[config.mk]
export PLATFORM = sky130hd
export DESIGN_NAME = decode_cycle
export DESIGN_NICKNAME = d
export VERILOG_FILES = /design/src/rtl/decode_cycle.sv
export SDC_FILE = /design/constraint.sdc
export NUM_CORES = 2
export LEC_CHECK = 0
export ABC_CLOCK_PERIOD_IN_PS = 3000
export CORE_UTILIZATION = 30
export DETAILED_ROUTE_END_ITERATION = 10
export DONT_BUFFER_PORTS = 1
export SYNTH_ARGS = -nofsm -noshare
export SYNTH_HDL_FRONTEND = slang
export SYNTH_SLANG_ARGS = --single-unit
[constraint.sdc]
create_clock -name i_decode_clk -period 3 [get_ports i_decode_clk]
set_input_delay 0.6 -clock i_decode_clk [delete_from_list [all_inputs] [get_ports i_decode_clk]]
set_output_delay 0.6 -clock i_decode_clk [all_outputs]
set_load 0.01 [all_outputs]
[src/rtl/decode_cycle.sv]
// -----------------------------------------------------------------------------
// decode_cycle -- RV32I instruction decode stage with ID/EX pipeline register.
//
// Decodes the instruction in the IF/ID register, reads rs1/rs2 from a 32x32
// register file, builds the sign-extended immediate and control bits, and
// detects the load-use hazard. The result is registered into ID/EX. A bubble
// (addi x0,x0,0 with all control cleared) replaces the instruction on a stall
// or flush.
//
// Ports:
//   i_decode_clk       clock; all state updates on the rising edge
//   i_decode_reset     synchronous active-high reset
//   i_decode_pc        PC of the instruction in IF/ID
//   i_decode_inst      instruction in IF/ID
//   i_decode_flush     branch/jump taken in Execute; kill the ID instruction
//   i_ex_mem_read      instruction in Execute is a load
//   i_ex_rd_addr       destination register of the instruction in Execute
//   i_wb_rd_wren       register file write enable from Writeback
//   i_wb_rd_addr       register file write address from Writeback
//   i_wb_rd_data       register file write data from Writeback
//   o_stall            load-use hazard; holds PC and IF/ID
//   o_decode_*         ID/EX register contents
//
// Configuration:
//   DECODE_WB_BYPASS_EN  when defined, a Writeback write to the register being
//                        read in the same cycle is forwarded to the read data.
//                        When undefined, the pre-write contents are returned.
// -----------------------------------------------------------------------------
module decode_cycle (
  input  logic        i_decode_clk,
  input  logic        i_decode_reset,
  input  logic [31:0] i_decode_pc,
  input  logic [31:0] i_decode_inst,
  input  logic        i_decode_flush,
  input  logic        i_ex_mem_read,
  input  logic [4:0]  i_ex_rd_addr,
  input  logic        i_wb_rd_wren,
  input  logic [4:0]  i_wb_rd_addr,
  input  logic [31:0] i_wb_rd_data,
  output logic        o_stall,
  output logic [31:0] o_decode_pc_ex,
  output logic [31:0] o_decode_inst_ex,
  output logic [31:0] o_decode_rs1_data,
  output logic [31:0] o_decode_rs2_data,
  output logic [31:0] o_decode_imm,
  output logic [4:0]  o_decode_rd_addr,
  output logic        o_decode_rd_wren,
  output logic        o_decode_mem_read,
  output logic        o_decode_mem_write
);

  localparam logic [31:0] NOP_INST  = 32'h0000_0013;

  localparam logic [6:0] OP_R      = 7'b0110011;
  localparam logic [6:0] OP_IMM    = 7'b0010011;
  localparam logic [6:0] OP_LOAD   = 7'b0000011;
  localparam logic [6:0] OP_STORE  = 7'b0100011;
  localparam logic [6:0] OP_BRANCH = 7'b1100011;
  localparam logic [6:0] OP_JAL    = 7'b1101111;
  localparam logic [6:0] OP_JALR   = 7'b1100111;
  localparam logic [6:0] OP_LUI    = 7'b0110111;
  localparam logic [6:0] OP_AUIPC  = 7'b0010111;

  typedef struct packed {
    logic [31:0] pc;
    logic [31:0] inst;
    logic [31:0] rs1_data;
    logic [31:0] rs2_data;
    logic [31:0] imm;
    logic [4:0]  rd_addr;
    logic        rd_wren;
    logic        mem_read;
    logic        mem_write;
  } id_ex_t;

  // Field decode
  logic [6:0] opcode;
  logic [4:0] rd;
  logic [4:0] rs1;
  logic [4:0] rs2;

  assign opcode = i_decode_inst[6:0];
  assign rd     = i_decode_inst[11:7];
  assign rs1    = i_decode_inst[19:15];
  assign rs2    = i_decode_inst[24:20];

  // State
  logic [31:0] regs_q [32];
  logic [31:0] regs_d [32];
  id_ex_t      id_ex_q;
  id_ex_t      id_ex_d;

  // Combinational decode results
  logic [31:0] imm;
  logic        rd_wren;
  logic        mem_read;
  logic        mem_write;
  logic        rs1_used;
  logic        rs2_used;
  logic [31:0] rs1_data;
  logic [31:0] rs2_data;
  logic        stall;

  // Immediate generation and control decode
  always_comb begin
    // NOTE: every signal written here gets a default first so no path leaves
    // it unassigned, which would otherwise infer a latch.
    imm       = '0;
    rd_wren   = 1'b0;
    mem_read  = 1'b0;
    mem_write = 1'b0;
    rs1_used  = 1'b1;
    rs2_used  = 1'b0;

    unique case (opcode)
      OP_IMM, OP_LOAD, OP_JALR:
        imm = {{20{i_decode_inst[31]}}, i_decode_inst[31:20]};
      OP_STORE:
        imm = {{20{i_decode_inst[31]}}, i_decode_inst[31:25], i_decode_inst[11:7]};
      OP_BRANCH:
        imm = {{19{i_decode_inst[31]}}, i_decode_inst[31], i_decode_inst[7],
               i_decode_inst[30:25], i_decode_inst[11:8], 1'b0};
      OP_LUI, OP_AUIPC:
        imm = {i_decode_inst[31:12], 12'b0};
      OP_JAL:
        imm = {{11{i_decode_inst[31]}}, i_decode_inst[31], i_decode_inst[19:12],
               i_decode_inst[20], i_decode_inst[30:21], 1'b0};
      default:
        imm = '0;
    endcase

    unique case (opcode)
      OP_R, OP_IMM, OP_LOAD, OP_JAL, OP_JALR, OP_LUI, OP_AUIPC:
        rd_wren = (rd != 5'd0);
      default:
        rd_wren = 1'b0;
    endcase

    mem_read  = (opcode == OP_LOAD);
    mem_write = (opcode == OP_STORE);

    // LUI/AUIPC/JAL carry immediate bits in the rs1 field; only R, S and B
    // formats actually source rs2.
    rs1_used = !((opcode == OP_LUI) || (opcode == OP_AUIPC) || (opcode == OP_JAL));
    rs2_used = (opcode == OP_R) || (opcode == OP_STORE) || (opcode == OP_BRANCH);
  end

  // Register file read, with optional same-cycle Writeback bypass
  always_comb begin
    rs1_data = (rs1 == 5'd0) ? 32'd0 : regs_q[rs1];
    rs2_data = (rs2 == 5'd0) ? 32'd0 : regs_q[rs2];
`ifdef DECODE_WB_BYPASS_EN
    if (i_wb_rd_wren && (i_wb_rd_addr != 5'd0) && (i_wb_rd_addr == rs1)) begin
      rs1_data = i_wb_rd_data;
    end
    if (i_wb_rd_wren && (i_wb_rd_addr != 5'd0) && (i_wb_rd_addr == rs2)) begin
      rs2_data = i_wb_rd_data;
    end
`else
    // Reads see the pre-write contents; the write lands on the same edge that
    // captures the read data into ID/EX.
`endif
  end

  // Load-use hazard. Flush and reset both suppress it: a flushed instruction
  // is discarded, so there is nothing to wait for.
  always_comb begin
    stall = 1'b0;
    if (!i_decode_reset && !i_decode_flush && i_ex_mem_read &&
        (i_ex_rd_addr != 5'd0)) begin
      stall = (rs1_used && (i_ex_rd_addr == rs1)) ||
              (rs2_used && (i_ex_rd_addr == rs2));
    end
  end

  assign o_stall = stall;

  // Next ID/EX contents: decoded instruction or bubble (pc still passes)
  always_comb begin
    id_ex_d.pc = i_decode_pc;
    if (stall || i_decode_flush) begin
      id_ex_d.inst      = NOP_INST;
      id_ex_d.rs1_data  = '0;
      id_ex_d.rs2_data  = '0;
      id_ex_d.imm       = '0;
      id_ex_d.rd_addr   = '0;
      id_ex_d.rd_wren   = 1'b0;
      id_ex_d.mem_read  = 1'b0;
      id_ex_d.mem_write = 1'b0;
    end else begin
      id_ex_d.inst      = i_decode_inst;
      id_ex_d.rs1_data  = rs1_data;
      id_ex_d.rs2_data  = rs2_data;
      id_ex_d.imm       = imm;
      id_ex_d.rd_addr   = rd;
      id_ex_d.rd_wren   = rd_wren;
      id_ex_d.mem_read  = mem_read;
      id_ex_d.mem_write = mem_write;
    end
  end

  // Next register file contents; x0 is never written
  always_comb begin
    regs_d = regs_q;
    if (i_wb_rd_wren && (i_wb_rd_addr != 5'd0)) begin
      regs_d[i_wb_rd_addr] = i_wb_rd_data;
    end
  end

  always_ff @(posedge i_decode_clk) begin
    // NOTE: sequential state uses non-blocking assignments so every flop
    // samples the pre-edge values regardless of statement order.
    if (i_decode_reset) begin
      id_ex_q <= '{pc: '0, inst: NOP_INST, rs1_data: '0, rs2_data: '0,
                   imm: '0, rd_addr: '0, rd_wren: 1'b0, mem_read: 1'b0,
                   mem_write: 1'b0};
      // NOTE: the register file is cleared on reset, so it must be built
      // from flops rather than a RAM macro that cannot be reset in one edge.
      regs_q  <= '{default: '0};
    end else begin
      id_ex_q <= id_ex_d;
      regs_q  <= regs_d;
    end
  end

  assign o_decode_pc_ex     = id_ex_q.pc;
  assign o_decode_inst_ex   = id_ex_q.inst;
  assign o_decode_rs1_data  = id_ex_q.rs1_data;
  assign o_decode_rs2_data  = id_ex_q.rs2_data;
  assign o_decode_imm       = id_ex_q.imm;
  assign o_decode_rd_addr   = id_ex_q.rd_addr;
  assign o_decode_rd_wren   = id_ex_q.rd_wren;
  assign o_decode_mem_read  = id_ex_q.mem_read;
  assign o_decode_mem_write = id_ex_q.mem_write;

endmodule
==> reports/metrics.yaml <==
initial_core_util: 0.303
path_class: "in2reg"
rsz0062_at_grt: "no"
m1WireLength_um: 85600
path_cells: "a21oi_1"
drt_iter0_markers: 7171
cts_setup_buffers: 0
rows: 156
clock.fmax_ghz: 0.239
grt_use_total: 0.236
path_buf_inv: 0
h-tree-depth: 4
fin_area_sq_mm: 0.0632
cts_buffer_depth: 3
cts_tree: "done"
r2r-start: "regs_q[256]"
avgRoutedWirePerCell_um: 27.0
ys_ff_latch: 1187
layout.nets: 6050
place_congestion: 0.885
die_area_sq_mm: 0.185
worstRegToRegCells: 4
end_kind: "register"
clkSinkCount: 1187
dr_wl_met2_um: 99600
powerDensity_mw_per_mm2: 556
violations: "max-slew violations, negative setup slack"
yosysWarnings: 0
die_w_um: 430
worst_slew_pin_slew_ns: 6.05
relSlewSlack: -3.03
synth_area_sq_mm: 0.0550
grt_start_max_net_pins: 958
dr_wl_met3_um: 26600
cp_slowest_cell: "a21oi_1"
syn_nets: 6289
holdWs_ns: 0.0299
maxUsedRoutingLayer: "met5"
slowest_delay_ns: 1.39
clk_latency_ns: 0.79
required_ns: 3.60
ant_nets: 0
vias: 48900
syn_avg_cell_area_sq_um: 8.90
p_total_mw: 35.1
overflow: 0
stdcell_count: 8408
synthDistinctLibCells: 42
holdPathEnd: "o_decode_imm[2]"
grt_pass1_vias: 45900
drcViolationCount: 0
die_y_um: 430
syn_inst: 6178
placed_cell_area_sq_mm: 0.0573
io_pins: 280
setup_viol: 589
leakage_nw: 20.3
vias_per_cell: 5.81
tns_ns: -455.11
hp-start: "i_decode_inst[22]"
layout_setup_ws_ns: -1.19
antenna_found_initial: 4
crit_fanout: 957
totalWireLength_um: 227000
path_delay_family: "compound AO/OA/AOI/OAI gates"
grt_pass1_wl_um: 323000
period_minus_slack_ns: 4.19
fin_skew_ns: 0.0251
fin_crit_sh: 1.40
hpwl_um: 130000
r2r_end: "o_decode_rs2_data[0]"
finalHoldViolations: 0
cts_buffers: 131
cts-root-buf: "clkbuf_16"
r2r_slack_ns: 1.15
placedCellCount: 8074
start_kind: "input pin"
seq_area_frac_synth: 0.432
drive_above_1_share: 0.154
hold_path.class: "in2reg"
dr.pass1.iters: 7
clkTransAtPathRegs_ns: 0.06
coreArea_sq_mm: 0.181
peakVddDrop_uv: 522
report.final.slew_viol_count: 1171
cts.repair.resized: 0
area_growth_pct: 14.9
cap_violations: 0
io_buffers: 0
status: "finished, violations left"
arrival_ns: 4.79
hold_depth: 2
-- placed cells by master, fill, tap and decap left out, types with 33 or more instances in the layout --
cell           netlist  final
a22oi_1             68     68
buf_4               25    132
a211oi_1            33     33
buf_12               0     60
a211o_1             64     64
dfxtp_1           1187   1187
a21oi_1           1045   1045
nor3_1              70     68
clkbuf_16            0    135
dlygate4sd3_1        0     68
nor2_1              99     69
nand2_1           2036   2008
mux2i_1            129    129
o22ai_1            161    161
mux4_2             448    448
nor2b_1             66     64
-- through the flow --
| stage | worst slack, ns | util |
|---|---|---|
| floorplan | 0.698 | - |
| global route | 0.680 | 0.348 |
| global placement | 0.504 | 0.316 |
| detailed placement | 0.500 | 0.316 |
| finish | -1.19 | 0.348 |
| CTS | 0.763 | 0.348 |
-- what timing repair did --
| action | CTS | global route |
|---|---|---|
| hold endpoints to repair | 1082 | 0 |
| endpoints found under the setup margin | 0 | 0 |
| hold buffers | 102 | 0 |
-- metal layers --
metal,GRT usage,up-vias
met1,0.301,24100
met4,0.149,2
met2,0.356,3098
met3,0.0594,620
li1,-,21100
met5,0.00442,-
-- cell usage after synthesis --
| cell type | number | area, sq um |
|---|---|---|
| a211oi_1 | 33 | 248 |
| and3_1 | 2 | 12.5 |
| mux4_2 | 448 | 10100 |
| nor3_1 | 70 | 350 |
| nor2_1 | 99 | 372 |
| or2_2 | 6 | 37.5 |
| xnor2_1 | 10 | 87.6 |
| nand4_1 | 2 | 12.5 |
| nand3_2 | 1 | 10.0 |
| a21oi_4 | 1 | 16.3 |
| or4_1 | 5 | 37.5 |
| nand4b_1 | 3 | 26.3 |
| o311ai_0 | 1 | 8.76 |
| nor3b_1 | 2 | 15.0 |
| or3b_1 | 1 | 8.76 |
| a31oi_1 | 1 | 6.26 |
| o21a_1 | 1 | 7.51 |
| o221ai_1 | 32 | 280 |
| clkbuf_1 | 535 | 2010 |
| buf_4 | 25 | 188 |
| buf_2 | 65 | 325 |
| a211o_1 | 64 | 561 |
| nor2b_1 | 66 | 413 |
| nand3b_1 | 3 | 22.5 |
| nand2_1 | 2036 | 7640 |
| mux2i_1 | 129 | 1290 |
| o21ai_0 | 2 | 10.0 |
| or3b_2 | 4 | 35.0 |
| or3_1 | 5 | 31.3 |
| a2111oi_0 | 2 | 17.5 |
| nand3_1 | 10 | 50.1 |
| dfxtp_1 | 1187 | 23800 |
| inv_1 | 29 | 109 |
| a21oi_1 | 1045 | 5230 |
| o211ai_1 | 1 | 7.51 |
| nor4_1 | 4 | 25.0 |
| and2_1 | 7 | 43.8 |
| and3b_1 | 3 | 26.3 |
| buf_1 | 8 | 30.0 |
| a22oi_1 | 68 | 510 |
| a311oi_1 | 1 | 8.76 |
| o22ai_1 | 161 | 1010 |
-- state kept, by name (all words and copies together) (netlist names) --
name                flops
regs_q               1024
o_decode_imm           32
o_decode_inst_ex       32
o_decode_pc_ex         32
o_decode_rs1_data      32
o_decode_rs2_data      32
o_decode_mem_read       1
o_decode_mem_write      1
o_decode_rd_wren        1
-- report_power, final --
| part | switching (mW) | internal (mW) |
|---|---|---|
| registers | 0.205 | 15.9 |
| logic | 1.05 | 0.854 |
| clock network | 6.91 | 10.1 |
| total | 8.17 | 26.9 |
-- layout make-up --
| class | instances | area, sq um |
|---|---|---|
| Antenna cell | 4 | 10.0 |
| Clock buffer | 188 | 3890 |
| Clock inverter | 40 | 622 |
| Fill cell | 18000 | 118000 |
| Inverter | 29 | 109 |
| Multi-Input combinational cell | 4329 | 28900 |
| Sequential cell | 1187 | 23800 |
| Tap cell | 2370 | 2970 |
| Timing Repair Buffer | 261 | 2900 |
-- worst max path at each step --
stage | endpoint | cells after the start | start | slack (ns)
2_1_floorplan | o_decode_rs1_data[14] | 7 | i_decode_inst[2] | 0.70
3_3_place_gp | o_decode_rs2_data[0] | 6 | i_decode_inst[5] | 0.50
3_5_place_dp | o_decode_rs2_data[0] | 6 | i_decode_inst[5] | 0.50
4_1_cts | o_stall | 5 | i_decode_inst[3] | 0.76
5_1_grt | o_stall | 5 | i_decode_inst[3] | 0.68
6_report | regs_q[208] | 1 | i_decode_reset | -1.19
-- cells by family after synthesis --
logic type,count (synthesis),share of synthesized area
buffers and inverters,662,0.0484
AO/OA/AOI/OAI,1413,0.144
multiplexers,577,0.207
flip-flops,1187,0.432
AND/OR/NAND/NOR,2329,0.167
XOR/XNOR,10,0.00159
No activity file was read; power rests on OpenSTA's default activity.
